## config.mk

```make
export PLATFORM = sky130hd
export DESIGN_NAME = localbus_arbiter
export DESIGN_NICKNAME = d
export VERILOG_FILES = /design/src/rtl/localbus_arbiter.sv
export SDC_FILE = /design/constraint.sdc
export NUM_CORES = 1
export LEC_CHECK = 0
export ABC_AREA = 1
export CAP_MARGIN = 20
export CORE_AREA = 2 2 120 122
export CTS_CLUSTER_SIZE = 20
export DETAILED_ROUTE_END_ITERATION = 16
export DIE_AREA = 0 0 122 124
export DONT_BUFFER_PORTS = 1
export PLACE_DENSITY = 0.37
export SLEW_MARGIN = 0
export SYNTH_ARGS = -nofsm -noshare
export SYNTH_HDL_FRONTEND = slang
export SYNTH_SLANG_ARGS = --single-unit
```

## constraint.sdc

```tcl
create_clock -name clk -period 2.3 [get_ports clk]
set_input_delay 0.115 -clock clk [delete_from_list [all_inputs] [get_ports clk]]
set_output_delay 0.115 -clock clk [all_outputs]
set_load 0.05 [all_outputs]
```

## src/rtl/localbus_arbiter.sv

```systemverilog
// -----------------------------------------------------------------------------
// localbus_arbiter
//
// Shares the single data-memory port of localbus between two masters:
//   master 0 : top_core load/store port
//   master 1 : secondary master (debug loader / DMA)
// At most one single-beat transfer is granted per cycle. The granted master's
// payload is steered combinationally to the slave. Read results are routed
// back to the issuing master through a tag pipeline whose depth matches the
// slave read latency.
//
// Parameters
//   XLEN       data / address width
//   RD_LAT     slave read latency in cycles (1..4)
//   STARVE_MAX consecutive lost cycles before master 1 is forced to win (1..255)
//
// Ports
//   clk, rst                  clock, synchronous active-high reset
//   mX_req/addr/wdata/we      master X request and payload (we==0 is a read)
//   mX_gnt                    master X transfer accepted this cycle
//   mX_rvalid/rdata           master X read return (rdata is s_qout for both)
//   m1_lock                   master 1 asks for exclusive ownership
//   s_addr/s_wdata/s_we       slave drive, all zero when nothing is granted
//   s_qout                    slave read data
//
// Build option
//   LOCALBUS_ARB_RR_EN : resolve FREE-state ties round-robin instead of fixed
//                        priority to master 0 with the starvation guard.
// -----------------------------------------------------------------------------
module localbus_arbiter #(
  parameter int XLEN       = 32,
  parameter int RD_LAT     = 1,
  parameter int STARVE_MAX = 15
) (
  input  logic            clk,
  input  logic            rst,
  input  logic            m0_req,
  input  logic [XLEN-1:0] m0_addr,
  input  logic [XLEN-1:0] m0_wdata,
  input  logic [2:0]      m0_we,
  output logic            m0_gnt,
  output logic            m0_rvalid,
  output logic [XLEN-1:0] m0_rdata,
  input  logic            m1_req,
  input  logic [XLEN-1:0] m1_addr,
  input  logic [XLEN-1:0] m1_wdata,
  input  logic [2:0]      m1_we,
  input  logic            m1_lock,
  output logic            m1_gnt,
  output logic            m1_rvalid,
  output logic [XLEN-1:0] m1_rdata,
  output logic [XLEN-1:0] s_addr,
  output logic [XLEN-1:0] s_wdata,
  output logic [2:0]      s_we,
  input  logic [XLEN-1:0] s_qout
);

  typedef enum logic {
    FREE   = 1'b0,
    LOCKED = 1'b1
  } own_t;

  own_t own;
  logic tie_m1;        // master 1 wins a FREE-state tie this cycle
  logic rd_push;       // a read is accepted by the slave this cycle
  logic [RD_LAT-1:0] rd_vld_p;
  logic [RD_LAT-1:0] rd_own_p;

`ifdef LOCALBUS_ARB_RR_EN
  logic last;          // master granted most recently (resets to 1)

  assign tie_m1 = ~last;
`else
  localparam logic [7:0] STARVE_LIM = 8'(STARVE_MAX);

  logic [7:0] starve_cnt;

  function automatic logic [7:0] sat_inc(input logic [7:0] v);
    return (v == STARVE_LIM) ? v : v + 8'd1;
  endfunction

  assign tie_m1 = (starve_cnt == STARVE_LIM);
`endif

  // Grant decision. LOCKED rules only hold while m1_lock stays high; the
  // release cycle is already arbitrated under FREE rules.
  always_comb begin
    m0_gnt = 1'b0;
    m1_gnt = 1'b0;
    if (!rst) begin
      if (own == LOCKED && m1_lock) begin
        m1_gnt = m1_req;
      end else if (m0_req && m1_req) begin
        m1_gnt = tie_m1;
        m0_gnt = ~tie_m1;
      end else begin
        m0_gnt = m0_req;
        m1_gnt = m1_req;
      end
    end
  end

  // Slave drive: zero when idle so no stray write reaches memory.
  always_comb begin
    s_addr  = '0;
    s_wdata = '0;
    s_we    = '0;
    if (m0_gnt) begin
      s_addr  = m0_addr;
      s_wdata = m0_wdata;
      s_we    = m0_we;
    end else if (m1_gnt) begin
      s_addr  = m1_addr;
      s_wdata = m1_wdata;
      s_we    = m1_we;
    end
  end

  assign rd_push = (m0_gnt && (m0_we == 3'd0)) || (m1_gnt && (m1_we == 3'd0));

  // Control state: ownership, tie-break state, tag valid bits.
  always_ff @(posedge clk) begin
    if (rst) begin
      own      <= FREE;
      rd_vld_p <= '0;
`ifdef LOCALBUS_ARB_RR_EN
      last     <= 1'b1;
`else
      starve_cnt <= 8'd0;
`endif
    end else begin
      if (m1_gnt && m1_lock) begin
        own <= LOCKED;
      end else if (!m1_lock) begin
        own <= FREE;
      end

`ifdef LOCALBUS_ARB_RR_EN
      if (m0_gnt || m1_gnt) begin
        last <= m1_gnt;
      end
`else
      if (m1_gnt || !m1_req) begin
        starve_cnt <= 8'd0;
      end else begin
        starve_cnt <= sat_inc(starve_cnt);
      end
`endif

      // stage 0 boundary: tag captured at grant
      rd_vld_p[0] <= rd_push;
      for (int i = 1; i < RD_LAT; i++) begin
        rd_vld_p[i] <= rd_vld_p[i-1];
      end
    end
  end

  // Owner bits carry no reset; they are only meaningful alongside rd_vld_p.
  always_ff @(posedge clk) begin
    rd_own_p[0] <= m1_gnt;
    for (int i = 1; i < RD_LAT; i++) begin
      rd_own_p[i] <= rd_own_p[i-1];
    end
  end

  // Tail stage: data returns from the slave in this cycle.
  assign m0_rvalid = !rst && rd_vld_p[RD_LAT-1] && !rd_own_p[RD_LAT-1];
  assign m1_rvalid = !rst && rd_vld_p[RD_LAT-1] &&  rd_own_p[RD_LAT-1];
  assign m0_rdata  = s_qout;
  assign m1_rdata  = s_qout;

endmodule

```

==> flow_summary_export.csv, run 1 <==
group,metric,value,unit
sta,fmax,482.2,MHz
worst_setup_path,reg2regPathDepth,6,
cts,cts_buffers,3,
sta,timing.setup.tns,0,ns
placed_design,place_area,0.003208,mm^2
drt,firstDrtPassIters,4,
cells_and_area,drive_gt1_share,49.71,%
sta,worst_slew_pin_slew,0.5130,ns
yosys,ys_ff_latch,11,
global_routing,grt_pass1_vias,2071,
cells_and_area,final_cell_mix,"inv_1 (75), o21ai_2 (68), nand3_1 (52)",
drt,drtIter0Drc,63,
global_routing,grt_antenna_before_repair,0,
yosys,async_flop_share,0,%
placed_design,place_hpwl,6605,um
yosys,syn_nets,527,
global_routing,grt_pass1_wl,10700,um
worst_setup_path,criticalPathCategory,"flip-flop to output port",
worst_setup_path,max_stage_delay,0.35,ns
placed_design,place_congestion,0.7269,
cells_and_area,syn_to_final_growth,34.99,%
worst_setup_path,crit_path_max_fanout,30,
yosys,syn_inst,355,
cts,cts.sinks,11,
job,drv_cap,0,
yosys,syn-mean-instance-area,6.859,um^2
power_and_ir_drop,total_power,1.340,mW
global_routing,grt_max_degree,69,
placed_design,numPlacedInstances,526,
worst_setup_path,crit_required,2.18,ns
drt,vias,2200,
yosys,synth_warnings,0,
yosys,synth-main-ff-cell,"dfxtp_1",
power_and_ir_drop,p_leak,1.472,nW
cells_and_area,utilization,23.96,%
yosys,synth_area,0.002435,mm^2
worst_setup_path,path_cells,"ha_1, nand3_2, o21ai_1, nand2_4, buf_4, o21ai_2, buf_12",
worst_setup_path,rr_startpoint,"starve_cnt[0]",
drt,vias_per_cell,4.151,
cells_and_area,fin_nets,523,
cells_and_area,fin_cells,530,
sta,hold_viol,0,
die,die_w,122,um
worst_hold_path,worst_hold_path_type,"primary input to flip-flop",
sta,period_share,90.16,%
sta,slew_headroom,65.80,%
sta,slew_viol_final,0,
power_and_ir_drop,ir_worst_vdd,0.2392,mV
cts,cts_hold_buf,0,
worst_hold_path,hold_depth,2,
cells_and_area,stdcell_area,0.003287,mm^2
sta,setup_violations,0,
cts,path_clk_slew,0.04,ns
yosys,synth_cell_types,23,
die,pin_count,306,
cts,postCtsSetupRepairBufs,0,
cts,cts_resized,0,
yosys,yosysSeqAreaShare,9.044,%
worst_setup_path,cp-end-kind,"output port",
sta,rsz0062_at_grt,"false",
cts,clockBufferDepth,2,
global_routing,track_usage,8.865,%
drt,route.detailed.drc,0,
worst_setup_path,cp.arrival,1.96,ns
die,core,0.01372,mm^2
sta,fin_crit,2.074,ns
worst_setup_path,setup.worst_path.start,"starve_cnt[1]",
drt,final_antenna_net_count,0,
status,status,"finished clean",
placed_design,io_buffers,0,
die,die_y,124,um
cts,clock_latency,0.24,ns
die,rows,43,
drt,wire_per_inst,14.57,um
power_and_ir_drop,powerDensity,407.6,mW/mm^2
cells_and_area,antenna_cells,0,
worst_setup_path,cpMaxStageDelayCell,"dfxtp_1",
cts,ctsHtreeMaxLevel,1,
drt,wirelength,7722,um
cts,cts_tree,"done",
global_routing,grt-ovfl-total,0,
sta,skew,0.004303,ns
die,die-area,0.01513,mm^2
cells_and_area,final_common_cell,"inv_1",
yosys,synth_edf_count,0,
worst_setup_path,cp-start-kind,"flip-flop",
die,initial_core_util,17.75,%
worst_hold_path,min_from,"m1_lock",
cts,root_buffer,"clkbuf_16",
power by group:
| group | total, mW | leakage (nW) | switching, mW | internal, mW |
|---|---|---|---|---|
| clock network | 0.317 | 0.0382 | 0.0847 | 0.233 |
| logic | 0.826 | 1.35 | 0.502 | 0.325 |
| registers | 0.196 | 0.0891 | 0.00160 | 0.195 |
| total | 1.34 | 1.47 | 0.588 | 0.752 |
cell usage after synthesis (2+ instances only):
| master | number | area (um^2) |
|---|---|---|
| buf_2 | 6 | 30.03 |
| or2_2 | 2 | 12.51 |
| nand3_1 | 52 | 260.3 |
| buf_1 | 4 | 15.01 |
| buf_4 | 65 | 488.0 |
| inv_1 | 75 | 281.5 |
| nor3_1 | 2 | 10.01 |
| nand2_1 | 11 | 41.29 |
| nand3_2 | 21 | 210.2 |
| a21oi_1 | 5 | 25.02 |
| dfxtp_1 | 11 | 220.2 |
| nand2_2 | 2 | 12.51 |
| buf_6 | 10 | 112.6 |
| nor2_1 | 12 | 45.04 |
| xor2_1 | 2 | 17.52 |
| o21ai_2 | 68 | 595.6 |
metal layers:
layer	vias to the layer above	share of wire (%)	global-route usage, %
li1	1049	-	-
met1	988	34	8.876
met2	145	55	17.98
met3	18	9.3	2.427
met4	0	1.6	2.011
met5	-	0	0
worst paths after layout:
path,endpoint,slack [ns]
setup / recovery,s_addr[8],0.23
hold reg to reg,own,0.45
hold / removal,own,0.003
setup reg to reg,rd_own_p,0.72
cell families (layout without fill, tap and decap cells):
logic type                 count (synthesis)  after routing  share of synthesized area, %
AOI/OAI and AO/OA                         75             75                         26.00
xor gates and xnor gates                   3              3                         1.079
adders and majority gates                  1              1                        0.5138
buffers and inverters                    160            155                         38.08
DFF                                       11             11                         9.044
and+or+nand+nor                          105            105                         25.28
layout make-up:
type,count,area (um^2)
clock buffers,4,78.83
fillers,1465,10430
inverters,75,281.5
multi-input cells,184,1297
flip-flops and latches,11,220.2
well taps,180,225.2
repair buffers,76,1184
stage by stage:
step | hold WS (ns) | setup WS (ns)
2_1_floorplan | 0.2379 | 0.2693
3_3_place_gp | 0.2305 | 0.5100
3_5_place_dp | 0.2305 | 0.4890
4_1_cts | 0.002718 | 0.2331
5_1_grt | 0.009480 | 0.07883
6_report | 0.003068 | 0.2263
critical path, delay by kind of cell (launching register included):
family / cells / cell delay, ns
buffers and inverters: 2 / 0.44
AOI/OAI and AO/OA: 2 / 0.47
DFF: 1 / 0.35
adders and majority gates: 1 / 0.21
and+or+nand+nor: 2 / 0.21
flip-flops by register name, summed over array words and instances, names as in the netlist:
signal	cells
own	1
rd_own_p	1
rd_vld_p	1
starve_cnt	8
(Power assumes the default switching activity.)
==> inputs of run 2 (changes only) <==
Settings changed: BUFFER_PORTS_ARGS from default to -buffer_cell sky130_fd_sc_hd__buf_2, CORE_AREA 2 2 120 122 to 2 2 117 119, DIE_AREA 0 0 122 124 to 0 0 119 121, DONT_BUFFER_PORTS 1 to default, PLACE_DENSITY 0.37 to 0.58.
==> flow_summary_export.csv, run 2 (synthesis results as in run 1) <==
group,metric,value,unit
drt,firstDrtPassIters,4,
worst_hold_path,worst_hold_path_type,"primary input to flip-flop",
drt,drtIter0Drc,66,
placed_design,io_buffers,209,
worst_setup_path,ff2ff_setup_slack,0.76,ns
cts,cts.sinks,11,
cells_and_area,seq_area,220.2,um^2
global_routing,grt-ovfl-total,0,
cts,ctsHtreeMaxLevel,1,
global_routing,grt_antenna_before_repair,0,
cells_and_area,top_register,"starve_cnt",
sta,fmax,465.7,MHz
worst_setup_path,cp-end-kind,"output port",
cts,path_clk_slew,0.04,ns
global_routing,grt_pass1_vias,2355,
power_and_ir_drop,powerDensity,381.5,mW/mm^2
worst_setup_path,crit_required,2.18,ns
die,die_w,119,um
cells_and_area,nFillCells,1470,
placed_design,place_hpwl,6627,um
worst_setup_path,crit_path_max_fanout,33,
cts,clockBufferDepth,2,
cts,cts_buffers,3,
die,core,0.01309,mm^2
worst_setup_path,criticalPathCategory,"flip-flop to output port",
cells_and_area,antenna_cells,0,
drt,wirelength,7869,um
drt,vias,2651,
worst_setup_path,path_cells,"ha_1, nand3_2, nor2_4, nand2_2, buf_4, nand3_1, o21ai_2, buf_2",
power_and_ir_drop,ir_worst_vdd,0.2124,mV
drt,final_antenna_net_count,0,
global_routing,track_usage,9.742,%
status,status,"finished clean",
power_and_ir_drop,p_leak,1.841,nW
sta,setup_violations,0,
drt,route.detailed.drc,0,
global_routing,grt_pass1_wl,11590,um
cells_and_area,largest_reg_flops,8,
worst_setup_path,cp-start-kind,"flip-flop",
die,rows,42,
job,drv_cap,0,
placed_design,place_area,0.003153,mm^2
cells_and_area,drive_gt1_share,64.01,%
sta,fin_ws,0.1529,ns
sta,worst_slew_pin_slew,0.4714,ns
worst_setup_path,rr_startpoint,"starve_cnt[0]",
sta,slew_headroom,68.57,%
cells_and_area,final_common_cell,"buf_2",
worst_setup_path,cp.arrival,2.03,ns
die,die-area,0.01440,mm^2
die,pin_count,306,
die,initial_core_util,18.61,%
worst_setup_path,cpMaxStageDelayCell,"buf_4",
sta,period_share,93.35,%
drt,wire_per_inst,11.83,um
worst_setup_path,reg2regPathDepth,7,
global_routing,grt_max_degree,40,
sta,fin_crit,2.147,ns
worst_setup_path,reg2reg_to,"rd_vld_p",
sta,timing.setup.tns,0,ns
cells_and_area,syn_to_final_growth,32.89,%
placed_design,dp_worst_setup_slack,0.3467,ns
cts,root_buffer,"clkbuf_16",
worst_setup_path,max_stage_delay,0.39,ns
cells_and_area,multi_input_area,0.001297,mm^2
cts,clock_latency,0.24,ns
sta,hold_slack,0.1237,ns
cts,postCtsSetupRepairBufs,0,
placed_design,place_congestion,0.7216,
cells_and_area,final_cell_mix,"buf_2 (207), inv_1 (75), o21ai_2 (68)",
cells_and_area,stdcell_area,0.003236,mm^2
cells_and_area,utilization,24.73,%
sta,rsz0062_at_grt,"false",
worst_hold_path,hold_end,"own",
sta,slew_viol_final,0,
sta,hold_viol,0,
worst_hold_path,hold_depth,3,
worst_hold_path,min_from,"m1_lock",
cells_and_area,fin_nets,662,
cts,cts_tree,"done",
die,die_y,121,um
drt,vias_per_cell,3.986,
sta,skew,0.001167,ns
[run 2: metal layers]
layer  up-vias  part of all wire, %  track usage (%)
met5         -                    0                0
met4         0                  2.6            3.125
met3        28                   12            2.961
met2       179                   50            17.53
met1      1118                   36            10.97
li1       1326                    -                -
[run 2: how the worst max path moves through the flow]
stage / end / from / depth (start not counted) / slack [ns]
3_5_place_dp: s_addr[9] / starve_cnt[0] / 7 / 0.35
6_report: s_addr[10] / starve_cnt[0] / 8 / 0.15
5_1_grt: s_addr[9] / starve_cnt[0] / 7 / 0.05
4_1_cts: s_addr[9] / starve_cnt[0] / 7 / 0.08
3_3_place_gp: s_addr[9] / starve_cnt[0] / 7 / 0.37
2_1_floorplan: m0_gnt / own / 5 / 0.27
[run 2: timing repair]
action / CTS / global route
hold endpoints to repair: 0 / 0
hold buffers: 0 / 0
gates resized for setup: 0 / 1
endpoints found under the setup margin: 0 / 29
[run 2: power by group]
part | internal, mW | switching [mW] | total [mW] | leakage [nW]
Clock | 0.232 | 0.0795 | 0.312 | 0.0382
Sequential | 0.195 | 0.00156 | 0.196 | 0.0891
Combinational | 0.224 | 0.503 | 0.727 | 1.71
[run 2: layout make-up]
type	instances	area share, %
repair buffers	215	35.15
inverters	75	8.701
multi-input cells	184	40.10
well taps	176	6.806
flip-flops and latches	11	6.806
clock buffers	4	2.436
[run 2: worst max-delay path, delay by kind of cell, from the launching register on]
family          cells  cell delay [ns]
compound gates      1             0.09
fa+ha+maj           1             0.23
simple gates        4             0.47
flops               1             0.32
buf+inv             2             0.66
[run 2: per-stage QoR]
stage | total power [mW] | cells
after global routing | 1.298 | 665
final | 1.234 | 665
after CTS | 1.248 | 665
after floorplan | 1.002 | 355
after detailed placement | 0.9311 | 661
after global placement | 0.9253 | 661
==> inputs of run 3 (changes only) <==
Settings changed: ABC_AREA 1 to default, CORE_AREA 2 2 117 119 to 10 10 111 113, DIE_AREA 0 0 119 121 to 0 0 121 123, PLACE_DENSITY 0.58 to 0.63.
==> flow_summary_export.csv, run 3 <==
group,metric,value,unit
yosys,async_flop_share,0,%
power_and_ir_drop,total_power,1.155,mW
cells_and_area,multi_input_area,948.4,um^2
drt,vias,2261,
status,status,"finished clean",
drt,wire_per_inst,21.59,um
cells_and_area,largest_reg_flops,8,
worst_setup_path,cp-start-kind,"flip-flop",
worst_hold_path,worst_hold_path_type,"primary input to flip-flop",
die,initial_core_util,17.06,%
cells_and_area,fin_nets,513,
die,core,0.01014,mm^2
sta,fin_crit,2.277,ns
placed_design,dp_worst_setup_slack,0.08973,ns
cts,cts.sinks,11,
die,die_w,121,um
global_routing,grt_pass1_wl,13190,um
global_routing,grt_max_degree,71,
yosys,syn_nets,378,
drt,drtIter0Drc,101,
sta,rsz0062_at_grt,"true",
sta,setup_violations,0,
power_and_ir_drop,netSwitchingFraction,46.62,%
global_routing,grt-ovfl-total,0,
cts,cts_hold_buf,0,
cts,cts_tree,"done",
sta,period_share,98.99,%
cells_and_area,top_register,"starve_cnt",
drt,vias_per_cell,4.750,
yosys,syn-mean-instance-area,8.394,um^2
cells_and_area,final_cell_mix,"buf_2 (141), a32o_1 (64), buf_6 (41)",
global_routing,track_usage,10.93,%
cts,path_clk_slew,0.05,ns
cts,ctsHtreeMaxLevel,1,
power_and_ir_drop,ir_worst_vdd,0.1404,mV
sta,hold_viol,0,
sta,timing.setup.tns,0,ns
drt,route.detailed.drc,0,
yosys,ys_ff_latch,11,
worst_setup_path,path_cells,"or4_4, o311a_4, buf_12, a32o_2, buf_12",
cells_and_area,nFillCells,1087,
sta,skew,0.006219,ns
cells_and_area,seq_area,224.0,um^2
power_and_ir_drop,switching_power,538.7,uW
die,die-area,0.01488,mm^2
yosys,synth_edf_count,0,
power_and_ir_drop,pwr-share-clk,16.7,%
yosys,syn_inst,206,
drt,final_antenna_net_count,0,
worst_setup_path,cpMaxStageDelayCell,"or4_4",
cells_and_area,stdcell_area,0.002934,mm^2
worst_setup_path,path_common_cell,"buf_12",
yosys,yosysTopAreaCellShare,38.78,%
power_and_ir_drop,internal-power,616.8,uW
cts,postCtsSetupRepairBufs,0,
yosys,synth_most_common_cell,"a32o_1",
placed_design,place_area,0.002507,mm^2
drt,wirelength,10280,um
job,drv_cap,0,
cts,clock_latency,0.24,ns
yosys,synth_cell_types,30,
worst_setup_path,cp.arrival,2.16,ns
placed_design,place_congestion,0.7951,
yosys,yosysSeqAreaShare,12.74,%
sta,fin_ws,0.02313,ns
global_routing,grt_pass1_vias,2347,
yosys,yosys-top-cells-count,"a32o_1 (67), buf_4 (64), clkbuf_1 (16), dfxtp_1 (11)",
die,rows,37,
worst_setup_path,critPathBufInv,2,
die,pin_count,306,
cells_and_area,final_common_cell,"buf_2",
yosys,synth_warnings,0,
power_and_ir_drop,pwr-share-seq,16.9,%
worst_setup_path,cp_top_family,"compound AO/OA/AOI/OAI gates",
worst_setup_path,crit_path_max_fanout,34,
cells_and_area,drive_gt1_share,68.24,%
worst_setup_path,criticalPathCategory,"flip-flop to output port",
cts,clockBufferDepth,2,
worst_setup_path,cp-end-kind,"output port",
yosys,yosysTopAreaCell,"a32o_1",
worst_setup_path,crit_required,2.18,ns
power_and_ir_drop,powerDensity,393.8,mW/mm^2
global_routing,grt_antenna_before_repair,0,
drt,firstDrtPassIters,4,
placed_design,place_hpwl,7773,um
sta,fmax,439.2,MHz
cells_and_area,syn_to_final_growth,69.68,%
cells_and_area,antenna_cells,0,
sta,slew_viol_final,0,
sta,slew_headroom,72.35,%
power_and_ir_drop,p_leak,1.387,nW
die,die_y,123,um
power_and_ir_drop,combPwrFrac,66.4,%
cts,cts_buffers,3,
cts,root_buffer,"clkbuf_8",
yosys,synth-main-ff-cell,"dfxtp_1",
sta,worst_slew_pin_slew,0.4111,ns
yosys,synth_area_leaders,"a32o_1 (39%), buf_4 (28%), dfxtp_1 (13%), clkbuf_1 (3.5%), buf_2 (1.4%)",
placed_design,io_buffers,209,
yosys,synth_area,0.001729,mm^2
worst_setup_path,max_stage_delay,0.55,ns
==> run 3: cell types whose count changed after synthesis, moves of 16 or more <==
cell / before / now
inv_1: 75 / 3
o21ai_2: 68 / 0
clkbuf_1: 0 / 16
nand3_1: 52 / 2
a32o_1: 0 / 67
nand3_2: 21 / 0
==> run 3: worst paths after layout <==
check / from / end / slack, ns / depth (start not counted)
setup / recovery: starve_cnt[5] / s_wdata[3] / 0.02 / 5
hold / removal: m1_lock / own / 0.12 / 2
setup reg to reg: starve_cnt[5] / rd_vld_p / 0.49 / 4
hold reg to reg: starve_cnt[0] / starve_cnt[0] / 0.44 / 1
==> run 3: layout make-up <==
| class | count | area share, % |
|---|---|---|
| multi-input cells | 105 | 32.32 |
| flip-flops and latches | 11 | 7.633 |
| repair buffers | 217 | 52.32 |
| clock buffers | 4 | 1.535 |
| well taps | 136 | 5.800 |
| inverters | 3 | 0.3838 |
==> run 3: power by group through the flow <==
stage	Sequential [mW]	Clock (mW)	Combinational (mW)
floorplan	0.199	0	0.718
global placement	0.199	0	0.655
detailed placement	0.199	0	0.664
CTS	0.195	0.198	0.675
global route	0.195	0.212	0.804
finish	0.195	0.193	0.767
==> run 3: logic make-up (layout without fill, tap and decap cells) <==
logic type,Yosys count,count (layout),share of synthesized area [%]
XOR/XNOR,3,3,1.520
buffers and inverters,90,224,34.66
adder cells (fa/ha/maj),1,1,0.7235
flip-flops,11,11,12.74
AND/OR/NAND/NOR,22,22,7.092
AO/OA/AOI/OAI,79,79,43.27
==> run 3: per-stage QoR <==
| stage | instances | hold WS, ns | utilization [%] |
|---|---|---|---|
| after floorplan | 206 | 0.2600 | - |
| after global placement | 470 | 0.2305 | 24.73 |
| after detailed placement | 470 | 0.2305 | 24.73 |
| after CTS | 474 | 0.1180 | 25.57 |
| after global routing | 476 | 0.1269 | 28.94 |
| final | 476 | 0.1217 | 28.94 |
==> run 3: repair_timing <==
item | CTS | global route
cloned | 0 | 2
resized for setup | 11 | 162
pin swaps | 1 | 0
setup endpoints to repair | 67 | 68
==> run 3: per-layer routing <==
metal  routed length [um]  global-route usage (%)
met1                 3440                   10.77
met2                 5327                   18.88
met3                 1211                   5.925
met4                  296                   4.525
met5                    0                       0
==> run 3: worst reg2reg max path: cells and delay by family (launching register included) <==
family / cells / cell delay (ns)
compound gates: 2 / 0.64
simple gates: 1 / 0.55
flops: 1 / 0.34
buf+inv: 1 / 0.17
